--- src/rtl/comparator_pkg.sv ---
// Shared constants for the bit-serial comparator: FSM encoding and default operand width.
// No logic here; constants only.
// Imported by comparator_serial.
package comparator_pkg;

    localparam int CMP_WIDTH = 32;

    localparam logic [1:0] S_IDLE = 2'd0;
    localparam logic [1:0] S_SCAN = 2'd1;
    localparam logic [1:0] S_DONE = 2'd2;

    typedef enum logic [1:0] {
        ST_IDLE = S_IDLE,
        ST_SCAN = S_SCAN,
        ST_DONE = S_DONE
    } state_e;

endpackage

--- src/rtl/cmp_bit_cell.sv ---
// Single-bit compare cell: flags a differing bit pair and which side wins.
// Latency: combinational.
// Backpressure: none; pure function of its inputs.
module cmp_bit_cell (
    input  logic a_bit,
    input  logic b_bit,
    input  logic msb,
    input  logic is_signed,
    output logic differ,
    output logic a_greater
);

    assign differ = a_bit ^ b_bit;

    // The sign bit of a two's-complement operand carries negative weight, so a set bit there loses.
    assign a_greater = (msb && is_signed) ? b_bit : a_bit;

endmodule

--- src/rtl/comparator_serial.sv ---
// Bit-serial MSB-first signed/unsigned comparator with start/done handshake and registered gt/lt/eq flags.
// Latency: 1..WIDTH cycles from accept to done, exiting on the first differing bit.
// Backpressure: start is ignored while scanning; a start in the done cycle is accepted back-to-back.
module comparator_serial
    import comparator_pkg::*;
#(
    parameter int WIDTH = CMP_WIDTH
) (
    input  logic             clk,
    input  logic             rst_n,
    input  logic             start,
    input  logic [WIDTH-1:0] a,
    input  logic [WIDTH-1:0] b,
    input  logic             is_signed,
    output logic             busy,
    output logic             done,
    output logic             out_gt,
    output logic             out_lt,
    output logic             out_eq
);

    localparam int            IW      = $clog2(WIDTH);
    localparam logic [IW-1:0] IDX_TOP = IW'(WIDTH - 1);

    state_e           state_q, state_d;
    logic [IW-1:0]    idx_q, idx_d;
    logic [WIDTH-1:0] a_q, a_d;
    logic [WIDTH-1:0] b_q, b_d;
    logic             sgn_q, sgn_d;
    logic             gt_q, gt_d;
    logic             lt_q, lt_d;
    logic             eq_q, eq_d;

    logic bit_differ;
    logic bit_a_gt;
    logic decide;
    logic accept;

    cmp_bit_cell u_cell (
        .a_bit     (a_q[idx_q]),
        .b_bit     (b_q[idx_q]),
        .msb       (idx_q == IDX_TOP),
        .is_signed (sgn_q),
        .differ    (bit_differ),
        .a_greater (bit_a_gt)
    );

    assign decide = bit_differ || (idx_q == '0);

    always_comb begin
        state_d = state_q;
        idx_d   = idx_q;
        a_d     = a_q;
        b_d     = b_q;
        sgn_d   = sgn_q;
        gt_d    = gt_q;
        lt_d    = lt_q;
        eq_d    = eq_q;
        accept  = 1'b0;

        case (state_q)
            ST_IDLE: begin
                accept = start;
            end
            ST_SCAN: begin
                if (bit_differ) begin
                    gt_d    = bit_a_gt;
                    lt_d    = ~bit_a_gt;
                    state_d = ST_DONE;
                end else if (idx_q == '0) begin
                    eq_d    = 1'b1;
                    state_d = ST_DONE;
                end else begin
                    idx_d = idx_q - 1'b1;
                end
            end
            ST_DONE: begin
                state_d = ST_IDLE;
                accept  = start;
            end
            default: begin
                state_d = ST_IDLE;
            end
        endcase

        if (accept) begin
            a_d     = a;
            b_d     = b;
            sgn_d   = is_signed;
            idx_d   = IDX_TOP;
            gt_d    = 1'b0;
            lt_d    = 1'b0;
            eq_d    = 1'b0;
            state_d = ST_SCAN;
        end
    end

    always_ff @(posedge clk) begin
        if (!rst_n) begin
            state_q <= ST_IDLE;
            idx_q   <= IDX_TOP;
            a_q     <= '0;
            b_q     <= '0;
            sgn_q   <= 1'b0;
            gt_q    <= 1'b0;
            lt_q    <= 1'b0;
            eq_q    <= 1'b0;
        end else begin
            state_q <= state_d;
            idx_q   <= idx_d;
            a_q     <= a_d;
            b_q     <= b_d;
            sgn_q   <= sgn_d;
            gt_q    <= gt_d;
            lt_q    <= lt_d;
            eq_q    <= eq_d;
        end
    end

    // busy drops in the deciding cycle, so it is high for one cycle less than the compare latency.
    assign busy   = (state_q == ST_SCAN) && !decide;
    assign done   = (state_q == ST_DONE);
    assign out_gt = gt_q;
    assign out_lt = lt_q;
    assign out_eq = eq_q;

endmodule

--- config.mk ---
export PLATFORM = sky130hd
export DESIGN_NAME = comparator_serial
export DESIGN_NICKNAME = d
export VERILOG_FILES = /design/src/rtl/comparator_pkg.sv /design/src/rtl/cmp_bit_cell.sv /design/src/rtl/comparator_serial.sv
export SDC_FILE = /design/constraint.sdc
export NUM_CORES = 1
export LEC_CHECK = 0
export ABC_CLOCK_PERIOD_IN_PS = 7200
export CORE_MARGIN = 2
export CORE_UTILIZATION = 45
export DETAILED_ROUTE_END_ITERATION = 7
export PLACE_DENSITY_LB_ADDON = 0.05
export SLEW_MARGIN = 40
export SYNTH_ARGS = -nofsm -noshare
export SYNTH_HDL_FRONTEND = slang
export SYNTH_SLANG_ARGS = --single-unit
--- constraint.sdc ---
create_clock -name clk -period 7.2 [get_ports clk]
set_input_delay 1.44 -clock clk [delete_from_list [all_inputs] [get_ports clk]]
set_output_delay 1.44 -clock clk [all_outputs]
set_load 0.01 [all_outputs]
==> metrics.txt <==
status=complete, no violations; cell count after synthesis=388; Via density=5.06; yosys synthesis warning count=0; fin util=0.580; PostCTS Resize Cnt=0; maxcap violations=0; Max VDD drop=0.0755 mV; hold wc startpoint=b_q[18]$_SDFFE_PN0P_; Finished Layout Cells=552; Yosys cell types=40; Mapped Nets=459; register area=1500 um2; number of global-route vias before repair=2587; power density cells=194 nW/um2; Setup TNS=0 ps; Peak Freq=0.199 GHz; WS Path Type=reg -> out; syn_area_per_cell=9.04 um2; vias=2794; Antenna diodes=0; clock skew=3.08 ps; Worst-path clk slew=70 ps; Worst Tran Pin Value=757 ps; flop-to-flop setup slack=3950 ps; Initial Util=0.459; most instantiated cells after synthesis=nand2_1 (137), dfxtp_1 (75), a21boi_0 (67); most common cell in the synthesized netlist=nand2_1; area of the multi-input gates=1880 um2; First-pass DRT Iterations=4; area leader, netlist=dfxtp_1; H-tree depth=3; root cell of the clock tree=clkbuf_8; Hold Vio Cnt, Final=0; number of nets with antenna violations after routing=0; CP startpoint=idx_q[1]$_SDFFE_PP1P_; Reg2Reg Capture Point=idx_q[4]$_SDFFE_PP1P_; Worst-Skew Late Latency=340 ps; Die Y=92.3 um; share of the synthesized area in the top cell type=0.428; Routed WL=7520 um; die area=8520 um2; Die X=92.3 um; CTS tree=done; DP HPWL=5120 um; dpl cells=537; critical path launch point type=flop; final max-slew violation count=0; area grow syn2layout=26.3%; 1st-iter DRT viols=111; Worst Hold Path EP=b_q[18]$_SDFFE_PN0P_; Static Leak=1.72 nW; WP data arrival=3590 ps; register area share after synthesis=0.428; total congestion overflow=0; nature of the critical path endpoint=primary output; CTS Buf Count=9; Post-synth EDFFs=0; FP Rows=32; pin count of the biggest net entering global routing=71; Top FF cell, synth=dfxtp_1; Synth Register Bits=75; layout cell share with drive strength beyond 1=0.0800; residual DRC count=0; Worst EP required=5760 ps; RD Place Congestion=0.794; Async S/R FF share, synth=0; PortBufs=72; core footprint=7650 um2; first-pass GRT wire length=12400 um; Clock Path Buffers=2; WHS Path Cells=2; worst hold path type=reg -> reg; initial antenna violation count=0; DR WL/cell=13.6 um; final period demand of the worst path=5030 ps; # setup viols final=0; Worst slew margin=0.495; cell depth of the worst flop-to-flop path=8; Post-CTS Setup Inserts=0; worst r2r src=idx_q[1]$_SDFFE_PP1P_; final net count=517; RSZ-0062 raised after global routing=no; count of clock tree sinks=75; GRT Total Usage=0.185; I/O pin total=73; filler cell count=697; top area cells in the synthesized netlist=dfxtp_1 (43%), nand2_1 (15%), a21boi_0 (14%), mux4_1 (6.0%), mux4_2 (5.8%); hold_buf cts=0; fin crit share=0.698; worst-path maximum fanout=13; Mapped Area=3510 um2
power by group:
part	switching [mW]	internal (mW)	total, mW
Clock	0.144	0.133	0.276
Combinational	0.0554	0.0722	0.128
Sequential	0.0158	0.440	0.455
final cells by class:
class,count,area share
tap,102,0.0288
inverter,5,0.00423
timing repair buffer,76,0.168
multi-input combinational,279,0.423
clock inverter,2,0.00282
clock buffer,13,0.0336
sequential,75,0.339
registers in the layout, summed over array words and instances, names as in the netlist:
register	count
a_q	32
b_q	32
idx_q	5
state_q	2
out_eq	1
out_gt	1
out_lt	1
sgn_q	1
logic make-up after synthesis:
kind of cell               synth area share
muxes                                 0.149
DFF                                   0.428
xor gates and xnor gates            0.00250
buffers and inverters                0.0399
adders and majority gates            0.0107
AOI/OAI and AO/OA                     0.175
and+or+nand+nor                       0.195
critical path, stage by stage, from the launching register on:
cell,delay [ps]
dfxtp_1,580
buf_4,310
mux4_1,580
mux4_2,480
mux2_4,320
a21oi_2,230
o21bai_4,140
inv_1,70
clkdlybuf4s50_1,530
worst max path at each step:
| stage | endpoint | cells past startpoint | slack [ps] |
|---|---|---|---|
| CTS | busy | 8 | 2160 |
| global placement | busy | 8 | 2580 |
| global route | busy | 8 | 2020 |
| floorplan | busy | 7 | 3510 |
| finish | busy | 8 | 2170 |
| detailed placement | busy | 8 | 2540 |
metrics by stage:
stage	setup slack (ps)	hold WS, ps	power (mW)	area [um2]
finish	2170	458	0.859	4430
global route	2020	481	0.899	4430
CTS	2160	463	0.869	4430
detailed placement	2540	454	0.594	4270
global placement	2580	452	0.593	4270
floorplan	3510	439	0.534	3510
layer usage:
layer	vias up	track usage	part of all wire
met1	1288	0.254	0.50
met4	0	0.0659	0.014
met3	10	0.0472	0.040
met5	-	0	0
met2	59	0.283	0.45
li1	1437	-	-
cell usage in the layout (no fill, tap or decap), drive strengths merged, types with 2 or more instances in the layout:
| cell type | count |
|---|---|
| nand2 | 137 |
| dfxtp | 75 |
| clkdlybuf4s50 | 71 |
| a21boi | 67 |
| mux4 | 17 |
| clkbuf | 13 |
| nor2 | 7 |
| mux2i | 6 |
| inv | 5 |
| buf | 5 |
| nand3 | 4 |
| mux2 | 4 |
| nor2b | 4 |
| and3 | 4 |
| nor3 | 3 |
| ha | 3 |
| o21ai | 3 |
| a21oi | 3 |
| nand2b | 2 |
No activity file was read; power rests on OpenSTA's default activity.
==> edit 1, RTL diff (same flow settings) <==
Add an input register stage for `start`, `a`, `b` and `is_signed`, without a reset; this delays them by one clock. Comments in the files are not updated.
--- a/src/rtl/comparator_serial.sv
+++ b/src/rtl/comparator_serial.sv
@@ -21,6 +21,18 @@
 
     localparam int            IW      = $clog2(WIDTH);
     localparam logic [IW-1:0] IDX_TOP = IW'(WIDTH - 1);
+
+    logic start_q;
+    logic [WIDTH-1:0] a_r;
+    logic [WIDTH-1:0] b_r;
+    logic is_signed_q;
+
+    always_ff @(posedge clk) begin
+        start_q     <= start;
+        a_r         <= a;
+        b_r         <= b;
+        is_signed_q <= is_signed;
+    end
 
     state_e           state_q, state_d;
     logic [IW-1:0]    idx_q, idx_d;
@@ -60,7 +72,7 @@
 
         case (state_q)
             ST_IDLE: begin
-                accept = start;
+                accept = start_q;
             end
             ST_SCAN: begin
                 if (bit_differ) begin
@@ -76,7 +88,7 @@
             end
             ST_DONE: begin
                 state_d = ST_IDLE;
-                accept  = start;
+                accept  = start_q;
             end
             default: begin
                 state_d = ST_IDLE;
@@ -84,9 +96,9 @@
         endcase
 
         if (accept) begin
-            a_d     = a;
-            b_d     = b;
-            sgn_d   = is_signed;
+            a_d     = a_r;
+            b_d     = b_r;
+            sgn_d   = is_signed_q;
             idx_d   = IDX_TOP;
             gt_d    = 1'b0;
             lt_d    = 1'b0;
Formal check against the unedited RTL: not equivalent (a bounded check fails within 4 cycles, from zero or initial values and one cycle with rst_n low).
==> edit 1 against the original RTL <==
- setup slack barely moved
- sequential cell count rose by 66
- synthesized cell count rose by 23%
- global-route usage fell by 0.91 points
- cell area rose by 42%
- total power rose by 120%
- area after synthesis rose by 41%
- wire length rose by 27%
==> edit 1: results (changes against the original RTL) <==
* Outcome: complete, no violations
* M2 GR Usage at 0.278 (-0.00541)
* Global Route Usage Sum at 0.176 (-0.00906)
* Routed length per instance at 13.8 um (+1.1%)
* Flop+latch power at 0.000848 W (+86%)
* Worst r2r dst: idx_q[2]$_SDFFE_PP1P_
* Finished Layout Cells at 692 (+25%)
* Layout cells sized above 1 at 0.0978 (+0.0178)
* DRT iter0 DRCs at 154 (+39%)
* Mapped Nets at 547 (+19%)
* Synth top area share at 0.572 (+0.144)
* Largest cells by area after synthesis: dfxtp_1 57%, nand2_1 10%, a21boi_0 9.9%, mux4_1 2.7%, mux4_2 2.3%
* Xor/xnor share of the synthesized area at 0 (-0.00250)
* Sequential share of the synthesized area at 0.572 (+0.144)
* Synthesized instance count at 476 (+23%)
* Router iterations before antenna repair at 5 (+1)
* Reg2Reg Setup Slack at 4360 ps (+410 ps)
* Int Pwr at 0.00144 W (+120%)
* DP HPWL at 6080 um (+19%)
* Placed cell areas at 0.00572 mm2 (+34%)
* # fillers at 951 (+36%)
* Setup WS pre-CTS at 2400 ps (-143 ps)
* NumNets Final at 610 (+18%)
* TritonCTS buffer count at 17 (+8)
* Hold WS at 446 ps (-12.5 ps)
* Vias in the first global route at 3374 (+30%)
* Peak Freq at 0.199 GHz (about the same)
* Design Power at 0.00185 W (+120%)
* Hold_sp: b_r[31]$_DFF_P_
## edit 1: worst max-delay path, cell delays in order, from the launching register on
cell	delay, ps
dfxtp_2	720
mux4_2	590
a2bb2oi_1	160
a211o_4	390
o211a_2	180
or3_4	420
inv_2	70
clkdlybuf4s50_1	520
## edit 1: area by class of cell
type | count | share of cell area
Clock buffer | 20 | 0.0690
Timing Repair Buffer | 75 | 0.117
Inverter | 4 | 0.00238
Tap cell | 140 | 0.0277
Clock inverter | 12 | 0.0258
Sequential cell | 141 | 0.447
Multi-Input combinational cell | 300 | 0.311
## edit 1: cells by family (layout without fill, tap and decap cells)
group | Yosys count | in the layout
compound gates | 92 | 92
fa+ha+maj | 3 | 3
buf+inv | 35 | 111
flops | 141 | 141
mux | 24 | 24
simple gates | 181 | 181
## edit 1: routing by layer
layer | up-vias | wire length, um
li1 | 1760 | -
met4 | 0 | 121
met1 | 1614 | 4500
met2 | 77 | 4480
met5 | - | 0
met3 | 10 | 428
==> edit 2, RTL diff (same settings) <==
Made on the original files. Change the package constant `CMP_WIDTH` from 32 to 64.
--- a/src/rtl/comparator_pkg.sv
+++ b/src/rtl/comparator_pkg.sv
@@ -3,7 +3,7 @@
 // Imported by comparator_serial.
 package comparator_pkg;
 
-    localparam int CMP_WIDTH = 32;
+    localparam int CMP_WIDTH = 64;
 
     localparam logic [1:0] S_IDLE = 2'd0;
     localparam logic [1:0] S_SCAN = 2'd1;
Interface: changed (resized a and b); port bits go from 73 to 137. No check against the original RTL was run, so the function may have changed too.
==> edit 2 against the original RTL <==
- setup slack got worse by 540 ps
- clock skew is 4.1 ps higher
- global-route usage grew 3.2 points
- total power is 120% higher
- sequential power grew 88%
- first-iteration DRC count rose to 3.0 times the old value
- cell area rose by 90%
- area after synthesis rose by 84%
- sequential cell count up 65
- wire length up 110%
- non-clock buffer count increased by 63
- combinational power increased by 90%
- critical path type unchanged
==> edit 2: results (changes against the original RTL) <==
* Outcome: complete, no violations
* M2 GR Usage at 0.361 (+0.0775)
* Sw Ratio at 0.233 (-0.0169)
* List of most frequent post-synthesis cells: 273 x nand2_1, 140 x dfxtp_1, 131 x a21boi_0, 43 x clkbuf_1, 20 x mux4_2
* Slew margin rel. at 0.478 (-0.0164)
* Peak supply drop at 0.154 mV (+100%)
* Final Skew at 7.17 ps (+4.08 ps)
* Worst r2r dst: idx_q[3]$_SDFFE_PP1P_
* Largest cells by area after synthesis: dfxtp_1 43%, nand2_1 16%, a21boi_0 15%, mux4_2 7.0%, clkbuf_1 2.5%
* # clk buffers at 26 (+13)
* NumNets Final at 974 (+88%)
* Worst-Skew Late Latency at 420 ps (+80 ps)
* Largest net degree at the start of global routing at 134 (+89%)
* Yosys cell types at 46 (+15%)
* Yosys reg bits at 140 (+87%)
* Non-clk bufs at 139 (+83%)
* Port-buffer cells at 136 (+89%)
* Final worst path period need at 5570 ps (+542 ps)
* Clock-cell share of area at 0.0674 (+0.0310)
* Vias per inst at 5.28 (+4.3%)
* Biggest regs: a_q (64), b_q (64), idx_q (6)
* Crit-path max FO at 37 (+24)
* Avg Synthesized Cell Area at 8.73 um2 (-3.4%)
* # fillers at 1206 (+73%)
* Placed cell areas at 0.00785 mm2 (+84%)
* Hold WS at 461 ps (+2.37 ps)
* Power density cells at 229 mW/mm2 (+18%)
* Reg2Reg Setup Slack at 3680 ps (-270 ps)
* Met1 Track Usage GR at 0.283 (+0.0289)
* Critical path arrival at 4130 ps (+540 ps)
* Fraction of area in multi-input gates at 0.404 (-0.0197)
* DRT iter0 DRCs at 337 (+200%)
* Number of H-tree levels at 4 (+1)
* Layout cells sized above 1 at 0.0774 (-0.00263)
* Metal2 WL at 7600 um (+130%)
* M1 WL at 7350 um (+97%)
* Comb_multi_in at 535 (+92%)
* First-pass GRT wire length at 25800 um (+110%)
* P_clk at 0.000827 W (+200%)
* Grt met3 use at 0.0485 (+0.00134)
* Hold_sp: b_q[33]$_SDFFE_PN0N_
* RePlAce Congestion at 0.787 (-0.83%)
* Sequential share of the synthesized area at 0.434 (+0.00623)
* Global Route Usage Sum at 0.217 (+0.0324)
* Mapped Nets at 873 (+90%)
* Multi-input gate area at 0.00340 mm2 (+81%)
* P_leak at 3.24 nW (+88%)
* Final Routed Wirelength at 16000 um (+110%)
* Placed Cells at 1001 (+86%)
* Ant diodes at 0 (unchanged)
* Data buffer area share at 0.165 (-0.00338)
* Hold worst-path end: b_q[33]$_SDFFE_PN0N_
* Combinational power at 0.000243 W (+90%)
* Setup WS pre-CTS at 1790 ps (-750 ps)
* DR WL met3 at 866 um (+180%)
* Vias in the first global route at 5414 (+110%)
==> edit 2: cell types whose count changed after synthesis, sizes merged, moves of 3 or more <==
cell	before	now
or3	0	3
nand4	1	4
dfxtp	75	140
buf	9	14
nor2b	4	8
nand2	137	273
a21boi	67	131
clkbuf	20	43
mux2i	6	13
a21o	0	3
mux4	17	26
nor2	7	11
==> edit 2: kinds of logic after synthesis <==
group | Yosys count | synth area share
flip-flops | 140 | 0.434
XOR/XNOR | 2 | 0.00388
AND/OR/NAND/NOR | 322 | 0.201
AO/OA/AOI/OAI | 167 | 0.196
adder cells (fa/ha/maj) | 2 | 0.00388
buffers and inverters | 64 | 0.0417
multiplexers | 42 | 0.120
==> edit 2: worst max-delay path, cell delays in order, from the launching register on <==
cell	delay, ps
dfxtp_4	730
mux4_1	640
mux4_2	480
nor2_1	110
a21oi_1	90
a211oi_4	440
xor2_2	410
nand2_1	160
inv_1	100
clkdlybuf4s50_1	540
